`config.mk`:
```
export PLATFORM = sky130hd
export DESIGN_NAME = riscv_mem_arbiter_flat
export DESIGN_NICKNAME = d
export VERILOG_FILES = /design/src/rtl/riscv_mem_arbiter_if.sv /design/src/rtl/riscv_mem_arbiter.sv /design/src/flat_wrapper.sv
export SDC_FILE = /design/constraint.sdc
export NUM_CORES = 1
export LEC_CHECK = 0
export ABC_CLOCK_PERIOD_IN_PS = 2900
export CAP_MARGIN = 5
export CORE_AREA = 2 2 108 110
export CTS_BUF_LIST = sky130_fd_sc_hd__clkbuf_4 sky130_fd_sc_hd__clkbuf_8
export DETAILED_ROUTE_END_ITERATION = 7
export DIE_AREA = 0 0 110 112
export PLACE_DENSITY_LB_ADDON = 0.2
export SYNTH_ARGS = -nofsm -noshare
export SYNTH_HDL_FRONTEND = slang
export SYNTH_SLANG_ARGS = --single-unit
```
`constraint.sdc`:
```
create_clock -name clk -period 2.9 [get_ports clk]
set_input_delay 0.725 -clock clk [delete_from_list [all_inputs] [get_ports clk]]
set_output_delay 0.725 -clock clk [all_outputs]
set_load 0.01 [all_outputs]
```
`src/rtl/riscv_mem_arbiter_if.sv`:
```
// Bus bundle between the core's fetch/load-store ports, the arbiter and the unified memory.
// The slave modport is the arbiter's view; the master modport is the surrounding environment
// (core ports plus memory) that drives requests and memory responses.
interface riscv_mem_arbiter_if;
  // Instruction fetch port
  logic        i_req;
  logic [31:0] i_addr;
  logic        i_gnt;
  logic        i_rvalid;
  logic [31:0] i_rdata;

  // Load/store data port
  logic        d_req;
  logic        d_we;
  logic [1:0]  d_size;
  logic [31:0] d_addr;
  logic [31:0] d_wdata;
  logic        d_gnt;
  logic        d_rvalid;
  logic [31:0] d_rdata;
  logic        d_err;

  // Unified memory port
  logic        m_req;
  logic        m_we;
  logic [3:0]  m_be;
  logic [31:0] m_addr;
  logic [31:0] m_wdata;
  logic        m_gnt;
  logic        m_rvalid;
  logic [31:0] m_rdata;

  modport slave (
    input  i_req, i_addr,
    output i_gnt, i_rvalid, i_rdata,
    input  d_req, d_we, d_size, d_addr, d_wdata,
    output d_gnt, d_rvalid, d_rdata, d_err,
    output m_req, m_we, m_be, m_addr, m_wdata,
    input  m_gnt, m_rvalid, m_rdata
  );

  modport master (
    output i_req, i_addr,
    input  i_gnt, i_rvalid, i_rdata,
    output d_req, d_we, d_size, d_addr, d_wdata,
    input  d_gnt, d_rvalid, d_rdata, d_err,
    input  m_req, m_we, m_be, m_addr, m_wdata,
    output m_gnt, m_rvalid, m_rdata
  );
endinterface

```
`src/rtl/riscv_mem_arbiter.sv`:
```
// Fetch / load-store arbiter in front of a single-port unified memory.
// Data has priority except when fetch has been starved for STARVE_LIMIT grants. A source
// presented to memory but not yet granted is held so it cannot be preempted. A small FIFO of
// source bits routes the in-order memory responses back. Misaligned or reserved-size data
// accesses never reach memory; they are answered locally with d_err once memory is idle.
module riscv_mem_arbiter #(
  parameter int unsigned MAX_OUTST    = 4,
  parameter int unsigned STARVE_LIMIT = 3
) (
  input logic               clk,
  input logic               rst_n,
  riscv_mem_arbiter_if.slave bus
);

  localparam int unsigned PtrW = (MAX_OUTST > 1) ? $clog2(MAX_OUTST) : 1;
  localparam int unsigned CntW = $clog2(MAX_OUTST) + 1;
  localparam int unsigned StvW = $clog2(STARVE_LIMIT + 1);

  typedef enum logic {
    SrcFetch = 1'b0,
    SrcData  = 1'b1
  } src_e;

  // State
  logic [MAX_OUTST-1:0] fifo_q;     // 1 = entry belongs to the data port
  logic [PtrW-1:0]      wr_ptr_q, wr_ptr_d;
  logic [PtrW-1:0]      rd_ptr_q, rd_ptr_d;
  logic [CntW-1:0]      cnt_q, cnt_d;
  logic                 hold_q, hold_d;
  src_e                 hold_src_q, hold_src_d;
  logic [StvW-1:0]      starve_q, starve_d;
  logic                 err_q, err_d;

  // Combinational
  logic        size_bad;
  logic        d_illegal;
  logic        d_legal;
  logic        fetch_force;
  logic        sel_valid;
  src_e        sel;
  logic        fifo_full;
  logic        fifo_empty;
  logic        mem_req;
  logic        push;
  logic        pop;
  logic        head_data;
  logic        err_accept;
  logic        i_grant;
  logic        d_grant_mem;
  logic        d_grant;
  logic [3:0]  d_be;
  logic [31:0] d_wdata_rep;
  logic [31:0] i_addr_al;
  logic [31:0] d_addr_al;

  // Classify the data access and build its byte enables and lane-replicated write data
  always_comb begin
    size_bad    = 1'b0;
    d_be        = 4'hF;
    d_wdata_rep = bus.d_wdata;
    unique case (bus.d_size)
      2'd0: begin
        size_bad    = 1'b0;
        d_be        = 4'b0001 << bus.d_addr[1:0];
        d_wdata_rep = {4{bus.d_wdata[7:0]}};
      end
      2'd1: begin
        size_bad    = bus.d_addr[0];
        d_be        = bus.d_addr[1] ? 4'b1100 : 4'b0011;
        d_wdata_rep = {2{bus.d_wdata[15:0]}};
      end
      2'd2: begin
        size_bad = 1'b1;
      end
      2'd3: begin
        size_bad    = (bus.d_addr[1:0] != 2'b00);
        d_be        = 4'hF;
        d_wdata_rep = bus.d_wdata;
      end
    endcase
  end

  assign d_illegal   = bus.d_req && size_bad;
  assign d_legal     = bus.d_req && !size_bad;
  assign fetch_force = bus.i_req && (starve_q == StvW'(STARVE_LIMIT));

  // Pick the source for the memory port; a held selection always wins
  always_comb begin
    sel       = SrcFetch;
    sel_valid = 1'b0;
    if (hold_q) begin
      sel       = hold_src_q;
      sel_valid = 1'b1;
    end else if (d_legal && !fetch_force) begin
      sel       = SrcData;
      sel_valid = 1'b1;
    end else if (bus.i_req) begin
      sel       = SrcFetch;
      sel_valid = 1'b1;
    end
  end

  // Full is taken from the registered count so a same-cycle pop cannot admit a push
  assign fifo_full   = (cnt_q == CntW'(MAX_OUTST));
  assign fifo_empty  = (cnt_q == '0);
  assign mem_req     = sel_valid && !fifo_full;
  assign push        = mem_req && bus.m_gnt;
  assign pop         = bus.m_rvalid && !fifo_empty;
  assign head_data   = fifo_q[rd_ptr_q];
  assign i_grant     = push && (sel == SrcFetch);
  assign d_grant_mem = push && (sel == SrcData);
  // Local error response only when no memory response can collide with it next cycle
  assign err_accept  = d_illegal && fifo_empty && !bus.m_rvalid;
  assign d_grant     = d_grant_mem || err_accept;

  assign i_addr_al = bus.i_addr & 32'hFFFF_FFFC;
  assign d_addr_al = bus.d_addr & 32'hFFFF_FFFC;

  // Port outputs
  assign bus.i_gnt    = i_grant;
  assign bus.i_rvalid = pop && !head_data;
  assign bus.i_rdata  = (pop && !head_data) ? bus.m_rdata : '0;
  assign bus.d_gnt    = d_grant;
  assign bus.d_rvalid = (pop && head_data) || err_q;
  assign bus.d_err    = err_q;
  assign bus.d_rdata  = (pop && head_data) ? bus.m_rdata : '0;

  // Memory outputs are driven only while a request is presented
  assign bus.m_req   = mem_req;
  assign bus.m_we    = mem_req && (sel == SrcData) && bus.d_we;
  assign bus.m_be    = !mem_req ? 4'h0 : ((sel == SrcData) ? d_be : 4'hF);
  assign bus.m_addr  = !mem_req ? '0 : ((sel == SrcData) ? d_addr_al : i_addr_al);
  assign bus.m_wdata = (mem_req && (sel == SrcData)) ? d_wdata_rep : '0;

  // Next state for the outstanding FIFO, hold bit, starvation counter and error response
  always_comb begin
    wr_ptr_d   = wr_ptr_q;
    rd_ptr_d   = rd_ptr_q;
    cnt_d      = cnt_q;
    hold_d     = mem_req && !bus.m_gnt;
    hold_src_d = sel;
    starve_d   = starve_q;
    err_d      = err_accept;

    if (push) begin
      wr_ptr_d = wr_ptr_q + PtrW'(1);
    end
    if (pop) begin
      rd_ptr_d = rd_ptr_q + PtrW'(1);
    end
    if (push && !pop) begin
      cnt_d = cnt_q + CntW'(1);
    end else if (pop && !push) begin
      cnt_d = cnt_q - CntW'(1);
    end

    if (i_grant || !bus.i_req) begin
      starve_d = '0;
    end else if (d_grant && (starve_q != StvW'(STARVE_LIMIT))) begin
      starve_d = starve_q + StvW'(1);
    end
  end

  // State registers; reset drops every outstanding entry
  always_ff @(posedge clk or negedge rst_n) begin
    if (!rst_n) begin
      fifo_q     <= '0;
      wr_ptr_q   <= '0;
      rd_ptr_q   <= '0;
      cnt_q      <= '0;
      hold_q     <= 1'b0;
      hold_src_q <= SrcFetch;
      starve_q   <= '0;
      err_q      <= 1'b0;
    end else begin
      if (push) begin
        fifo_q[wr_ptr_q] <= (sel == SrcData);
      end
      wr_ptr_q   <= wr_ptr_d;
      rd_ptr_q   <= rd_ptr_d;
      cnt_q      <= cnt_d;
      hold_q     <= hold_d;
      hold_src_q <= hold_src_d;
      starve_q   <= starve_d;
      err_q      <= err_d;
    end
  end

endmodule

```
`src/flat_wrapper.sv`:
```
// flat-port wrapper written by rule: the top's interface ports become plain ports
module riscv_mem_arbiter_flat 
#(
  parameter int unsigned MAX_OUTST    = 4,
  parameter int unsigned STARVE_LIMIT = 3
)
  (clk, rst_n, bus_i_req, bus_i_addr, bus_i_gnt, bus_i_rvalid, bus_i_rdata, bus_d_req, bus_d_we, bus_d_size, bus_d_addr, bus_d_wdata, bus_d_gnt, bus_d_rvalid, bus_d_rdata, bus_d_err, bus_m_req, bus_m_we, bus_m_be, bus_m_addr, bus_m_wdata, bus_m_gnt, bus_m_rvalid, bus_m_rdata);
  riscv_mem_arbiter_if bus_i ();
  input logic clk;
  input logic rst_n;
  input wire logic [$bits(bus_i.i_req)-1:0] bus_i_req;
  input wire logic [$bits(bus_i.i_addr)-1:0] bus_i_addr;
  output wire logic [$bits(bus_i.i_gnt)-1:0] bus_i_gnt;
  output wire logic [$bits(bus_i.i_rvalid)-1:0] bus_i_rvalid;
  output wire logic [$bits(bus_i.i_rdata)-1:0] bus_i_rdata;
  input wire logic [$bits(bus_i.d_req)-1:0] bus_d_req;
  input wire logic [$bits(bus_i.d_we)-1:0] bus_d_we;
  input wire logic [$bits(bus_i.d_size)-1:0] bus_d_size;
  input wire logic [$bits(bus_i.d_addr)-1:0] bus_d_addr;
  input wire logic [$bits(bus_i.d_wdata)-1:0] bus_d_wdata;
  output wire logic [$bits(bus_i.d_gnt)-1:0] bus_d_gnt;
  output wire logic [$bits(bus_i.d_rvalid)-1:0] bus_d_rvalid;
  output wire logic [$bits(bus_i.d_rdata)-1:0] bus_d_rdata;
  output wire logic [$bits(bus_i.d_err)-1:0] bus_d_err;
  output wire logic [$bits(bus_i.m_req)-1:0] bus_m_req;
  output wire logic [$bits(bus_i.m_we)-1:0] bus_m_we;
  output wire logic [$bits(bus_i.m_be)-1:0] bus_m_be;
  output wire logic [$bits(bus_i.m_addr)-1:0] bus_m_addr;
  output wire logic [$bits(bus_i.m_wdata)-1:0] bus_m_wdata;
  input wire logic [$bits(bus_i.m_gnt)-1:0] bus_m_gnt;
  input wire logic [$bits(bus_i.m_rvalid)-1:0] bus_m_rvalid;
  input wire logic [$bits(bus_i.m_rdata)-1:0] bus_m_rdata;
  assign bus_i.i_req = bus_i_req;
  assign bus_i.i_addr = bus_i_addr;
  assign bus_i_gnt = bus_i.i_gnt;
  assign bus_i_rvalid = bus_i.i_rvalid;
  assign bus_i_rdata = bus_i.i_rdata;
  assign bus_i.d_req = bus_d_req;
  assign bus_i.d_we = bus_d_we;
  assign bus_i.d_size = bus_d_size;
  assign bus_i.d_addr = bus_d_addr;
  assign bus_i.d_wdata = bus_d_wdata;
  assign bus_d_gnt = bus_i.d_gnt;
  assign bus_d_rvalid = bus_i.d_rvalid;
  assign bus_d_rdata = bus_i.d_rdata;
  assign bus_d_err = bus_i.d_err;
  assign bus_m_req = bus_i.m_req;
  assign bus_m_we = bus_i.m_we;
  assign bus_m_be = bus_i.m_be;
  assign bus_m_addr = bus_i.m_addr;
  assign bus_m_wdata = bus_i.m_wdata;
  assign bus_i.m_gnt = bus_m_gnt;
  assign bus_i.m_rvalid = bus_m_rvalid;
  assign bus_i.m_rdata = bus_m_rdata;
  riscv_mem_arbiter #(.MAX_OUTST(MAX_OUTST), .STARVE_LIMIT(STARVE_LIMIT)) u_core (.clk(clk), .rst_n(rst_n), .bus(bus_i));
endmodule
```
After elaboration in Yosys (flattened, before gate mapping). Cells that the tools add are included.

Register bits after elaboration: 16. Logic and storage cells: 87. Output and inout bits: 139. Input port bits: 137.

$lt $le $gt $ge: 3. Eq/ne operators: 6. Reductions and logical operators: 38. Muxes and demuxes: 25. Bitwise gates (word level): 1. Add/sub/neg operators: 5. Shift-type cells: 1.

Operators by type and width (number): $mux 32 (5); $pmux 32 s2 (1); $logic_and 1x1->1 (20); $mux 4 (3); $logic_not 1->1 (10); $pmux 4 s2 (1); $mux 1 (7); $add 2x1->2 const B (3); $eq 2x2->1 const B (3); $lt 2x3->1 const B (2); $mux 3 (2); $reduce_bool 2->1 (3); $bwmux 4 (1); $mux 2 (2); $pmux 1 s4 (1); $shl 1x2->4 const A (1); $add 3x1->3 const B (1); $eq 3x3->1 const B (1); $logic_not 3->1 (1); $logic_or 1x1->1 (3); $sub 3x1->3 const B (1); $bmux 1 s2 (1); $demux 1 s2 (1); $eq 2x1->1 const B (1); 4 further kinds (4).

Depth between registers and ports, before layout.
Depth in word-level cells: 14. Gate-level depth with buffers: 11. Gate-level depth less buffers: 10.

Worst setup path before layout. No wires, ideal clock.

Path type: input port to output port. Start point: input bus_d_size[0]. End point: output bus_m_wdata[12]. Stages: 8. Data required time: 2.175 ns. Buffers on the path: 2. Slack: 0.187 ns. Data arrival time: 1.988 ns. Path through: buf_6 -> a21bo_2 -> a211oi_4 -> nor2_4 -> clkinv_8 -> nand2_2 -> buf_2 -> a21oi_1.

Cells in the longest elaborated chain, start to end: 10. Elaborated cells between the ends (all ways): 16. Those cells by class: eq/ne: 3; mux: 7; reduce/logical: 6.

RTL lines: start: declaration (line flat_wrapper.sv:18) `input wire logic [$bits(bus_i.d_size)-1:0] bus_d_size;`; $eq 2x2->1, or another cell as far along (line riscv_mem_arbiter.sv:61) `unique case (bus.d_size)`; $pmux 1 s4 (line riscv_mem_arbiter.sv:61); $logic_not 1->1 (line riscv_mem_arbiter.sv:84) `assign d_legal = bus.d_req && !size_bad;`; $logic_and 1x1->1 (line riscv_mem_arbiter.sv:84); $logic_and 1x1->1 (line riscv_mem_arbiter.sv:94) `end else if (d_legal && !fetch_force) begin`; $mux 1 (line riscv_mem_arbiter.sv:94); $mux 1 (line riscv_mem_arbiter.sv:91) `if (hold_q) begin`; $logic_and 1x1->1 (line riscv_mem_arbiter.sv:106) `assign mem_req = sel_valid && !fifo_full;`; $logic_and 1x1->1 (line riscv_mem_arbiter.sv:133) `assign bus.m_wdata = (mem_req && (sel == SrcData)) ? d_wdata_rep : '0;`; $mux 32 * (line riscv_mem_arbiter.sv:133); end: declaration (line flat_wrapper.sv:29) `output wire logic [$bits(bus_i.m_wdata)-1:0] bus_m_wdata;`.

Mark *: on every way between the ends. The rest lies on a longest branch, timed or not.

Worst setup path in the final report.
Start point: register u_core.rd_ptr_q[0]. End point: output bus_d_rvalid.

Cells in the longest elaborated chain, start to end: 4.

RTL lines: start: declaration (line riscv_mem_arbiter.sv:27) `logic [PtrW-1:0] rd_ptr_q, rd_ptr_d;`; start signal: assignment (line riscv_mem_arbiter.sv:180) `rd_ptr_q <= rd_ptr_d;`; $bmux 1 s2 (line riscv_mem_arbiter.sv:109) `assign head_data = fifo_q[rd_ptr_q];`; $mux 1 (not written as such) (line riscv_mem_arbiter.sv:109); $logic_and 1x1->1 (line riscv_mem_arbiter.sv:124) `assign bus.d_rvalid = (pop && head_data) || err_q;`; $logic_or 1x1->1 (line riscv_mem_arbiter.sv:124); end: declaration (line flat_wrapper.sv:22) `output wire logic [$bits(bus_i.d_rvalid)-1:0] bus_d_rvalid;`.

Every way passes these cells. The select of a mux whose other input is x is not followed.

==> impl_results.md <==
* First-pass GRT wire length at 18.2 mm
* Fraction of layout cells with a size suffix above 1 at 26.1%
* Core box area at 11200 µm²
* # H-tree levels at 1
* Slew Viols, Final at 0
* Critical path startpoint category: register
* Hold Crit Depth at 1
* Run status: finished clean
* Multi-input logic area at 1960 µm²
* Simple-Gate Fraction of Synth Area at 38.6%
* Drt wl/cell at 15.4 µm
* Worst Setup Slack, final at 71.3 ps
* DR vias at 3700
* Die Span X at 110 µm
* Fill cells at 1117
* DR DRC count at 0
* Pre-CTS WS at -789 ps
* Largest family of logic cells by synthesized area: simple AND/OR/NAND/NOR gates
* Worst-path clk slew at 70 ps
* PD cells at 579 nW/µm²
* Post-Route WL at 12.4 mm
* Gr busiest metal: met2
* Nets@finish at 806
* R2R depth at 12
* # rows at 39
* Slew @ Worst Pin at 806 ps
* Clk sinks at 16
* Fin Hold WS at 520 ps
* Total die area at 12300 µm²
* Multiplexer area fraction after synthesis at 9.36%
* Met1 usage at 19.1%
* Worst path slowest cell: mux4_2
* Setup-failing EPs final at 0
* Register area share after synthesis at 16.6%
* Port Buf Inserts at 271
* Main flop type after synthesis: dfrtp_1
* Initial antenna violation count at 2
* CP Class: register to primary output
* Final worst path period share at 97.5%
* Lkg Pwr at 2.82 nW
* Worst clock skew at 4.21 ps
* Synth Area in Adders at 3.95%
* Worst-path maximum fanout at 2
* 1st-pass router iterations at 5
* Post-Syn Instances at 357
* Critical path, cell by cell: mux4_2 > and3_4 > buf_4 > or2_2 > dlygate4sd2_1
* Grt ovf at 0
* CP Data Arrival Time at 2100 ps
* Reg2Reg Setup Slack at 620 ps
* GR Layer Usage met2 at 37.1%
* Worst reg2reg startpoint: u_core.cnt_q[0]
* YS warnings at 0
* Final Non-Filler Cells at 805
* IR drop worst, VDD at 403 µV
* First DRT Iteration DRCs at 162
* Mean post-synth cell area at 6.74 µm²
* Clock tree from TritonCTS: done
* Min Tclk post-route at 2830 ps
* Worst hold path class: register to register
* Synth unique cells at 44
* Die Span Y at 112 µm
* Share of synthesized registers carrying an async set or reset at 100%
* Setup TNS at 0 ps
* GPL Wtd Cong at 0.898
* Starting Density at 21.5%
* Number of synthesized flops with an enable pin at 0
* GRT Total Usage at 18.7%
* Number of CTS-inserted buffers at 3
* Cell Area, Synth at 2410 µm²
* WP data required at 2170 ps
* FF+latch count, synth at 16
* Root Driver: clkbuf_8
* Max Freq at 0.354 GHz
* Antenna Nets Post-Route at 0
* Largest net degree at the start of global routing at 35
* Clock Latency Late Sink at 250 ps
* Vias/cell at 4.60
* XOR/XNOR share of the synthesized area at 2.18%
* Final hold vios at 0
* Post-DP HPWL at 10.0 mm
* HP Start: u_core.cnt_q[2]
* RR Endpoint: u_core.cnt_q[2]
* Compound-Gate Fraction of Synth Area at 21.0%
* Io pins at 276
* Syn-to-layout area delta at 131%
* Critical Path End Type: primary output
* DP Cell Count at 789
* Hold endpoint: u_core.cnt_q[2]
* Worst slew margin at 46.1%
* Max Cap Viol at 0
* Number of global-route vias before repair at 3648
* Register Area at 400 µm²
* CP max stage delay at 570 ps
* Met3 Use GR at 2.93%
* Max clock buf depth at 2
## layout make-up
class | count | area share (%)
flip-flops and latches | 16 | 7.22
repair buffers | 327 | 52.5
well taps | 143 | 3.22
clock buffers | 3 | 0.744
diodes | 2 | 0.0902
inverters | 9 | 0.879
multi-input cells | 305 | 35.3
## synth_stat cells (4+ instances only)
cell | count | area share, %
and3_1 | 9 | 2.3
inv_1 | 7 | 1.1
o211ai_1 | 4 | 1.2
mux2i_1 | 18 | 7.5
xnor2_1 | 4 | 1.5
o21ai_0 | 10 | 2.1
dfrtp_1 | 16 | 17
nor2_1 | 31 | 4.8
clkbuf_1 | 15 | 2.3
nand2_1 | 71 | 11
buf_4 | 5 | 1.6
ha_1 | 6 | 3.1
buf_2 | 6 | 1.2
and2_1 | 64 | 17
a31oi_1 | 8 | 2.1
a21oi_1 | 50 | 10
## repair_timing
action | 4_1_cts | 5_1_grt
buffers inserted | 6 | 1
resized for setup | 370 | 31
cloned | 4 | 1
pin swaps | 7 | 4
hold buffers | 0 | 0
endpoints found under the setup margin | 138 | 64
## routing by layer
layer  wire length (µm)  up-vias
met2               6790      203
met1               4190     1687
met3               1210       16
met4                245        0
met5                  0        -
li1                   -     1794
## worst max-delay path by stage
stage                             from  cells past startpoint              end
floorplan                bus_d_size[0]                      8  bus_m_wdata[12]
global placement         bus_d_size[0]                     11   bus_m_wdata[9]
detailed placement           bus_i_req                      8   bus_m_addr[22]
CTS                          bus_d_req                     10  bus_m_wdata[14]
global route             bus_d_addr[1]                      9   bus_m_addr[25]
finish              u_core.rd_ptr_q[0]                      5     bus_d_rvalid
## flip-flops by register name, indices dropped and copies added, names as in the netlist
register,flops
u_core.wr_ptr_q,2
u_core.hold_q,1
u_core.rd_ptr_q,2
u_core.cnt_q,3
u_core.fifo_q,4
u_core.hold_src_q,1
u_core.bus.d_err,1
u_core.starve_q,2
## where the power goes
part	total [mW]	internal (mW)	switching [mW]
registers	0.398	0.316	0.0820
clock network	0.171	0.0921	0.0790
logic	2.64	1.40	1.25
## critical path, delay by kind of cell (launching register included)
family	cells	cell delay, ps
and+or+nand+nor	2	480
DFF	1	390
buffers and inverters	2	420
muxes	1	570
## cell families (layout without fill, tap and decap cells)
| logic type | after synthesis | in the layout |
|---|---|---|
| DFF | 16 | 16 |
| AOI/OAI and AO/OA | 84 | 84 |
| and+or+nand+nor | 185 | 185 |
| buffers and inverters | 37 | 339 |
| adders and majority gates | 7 | 7 |
| muxes | 21 | 21 |
| other | 1 | 4 |
| xor gates and xnor gates | 6 | 6 |
## layout by cell type (no fill, tap or decap), types with 2 or more instances in the layout
master           count
o21ai_0             10
o21bai_1             2
clkbuf_8             3
dlygate4sd2_1       72
mux2_2               2
a21oi_1             39
and2_1              64
diode_2              2
buf_6                9
nand2_1             69
inv_1                7
clkbuf_2             4
mux2i_1             18
conb_1               2
and3_4               2
buf_16               2
o211ai_1             4
a21oi_2              9
ha_1                 6
a21oi_4              4
clkdlybuf4s50_1    128
buf_4               40
nand2_2              2
a31oi_1              8
nor2_2               6
buf_2               60
nor2_4               4
xnor2_1              4
dfrtp_1             16
and3_1               8
buf_12               6
nor2_1              22
xor2_1               2
## stage by stage
step	cell area, µm²	total power, mW	util [%]
after floorplan	2410	1.58	-
after global placement	5550	3.13	49.7
after detailed placement	5550	3.16	49.7
after CTS	5470	3.20	49.0
after global routing	5550	3.47	49.7
final	5550	3.21	49.7
No activity file was read; power rests on OpenSTA's default activity.
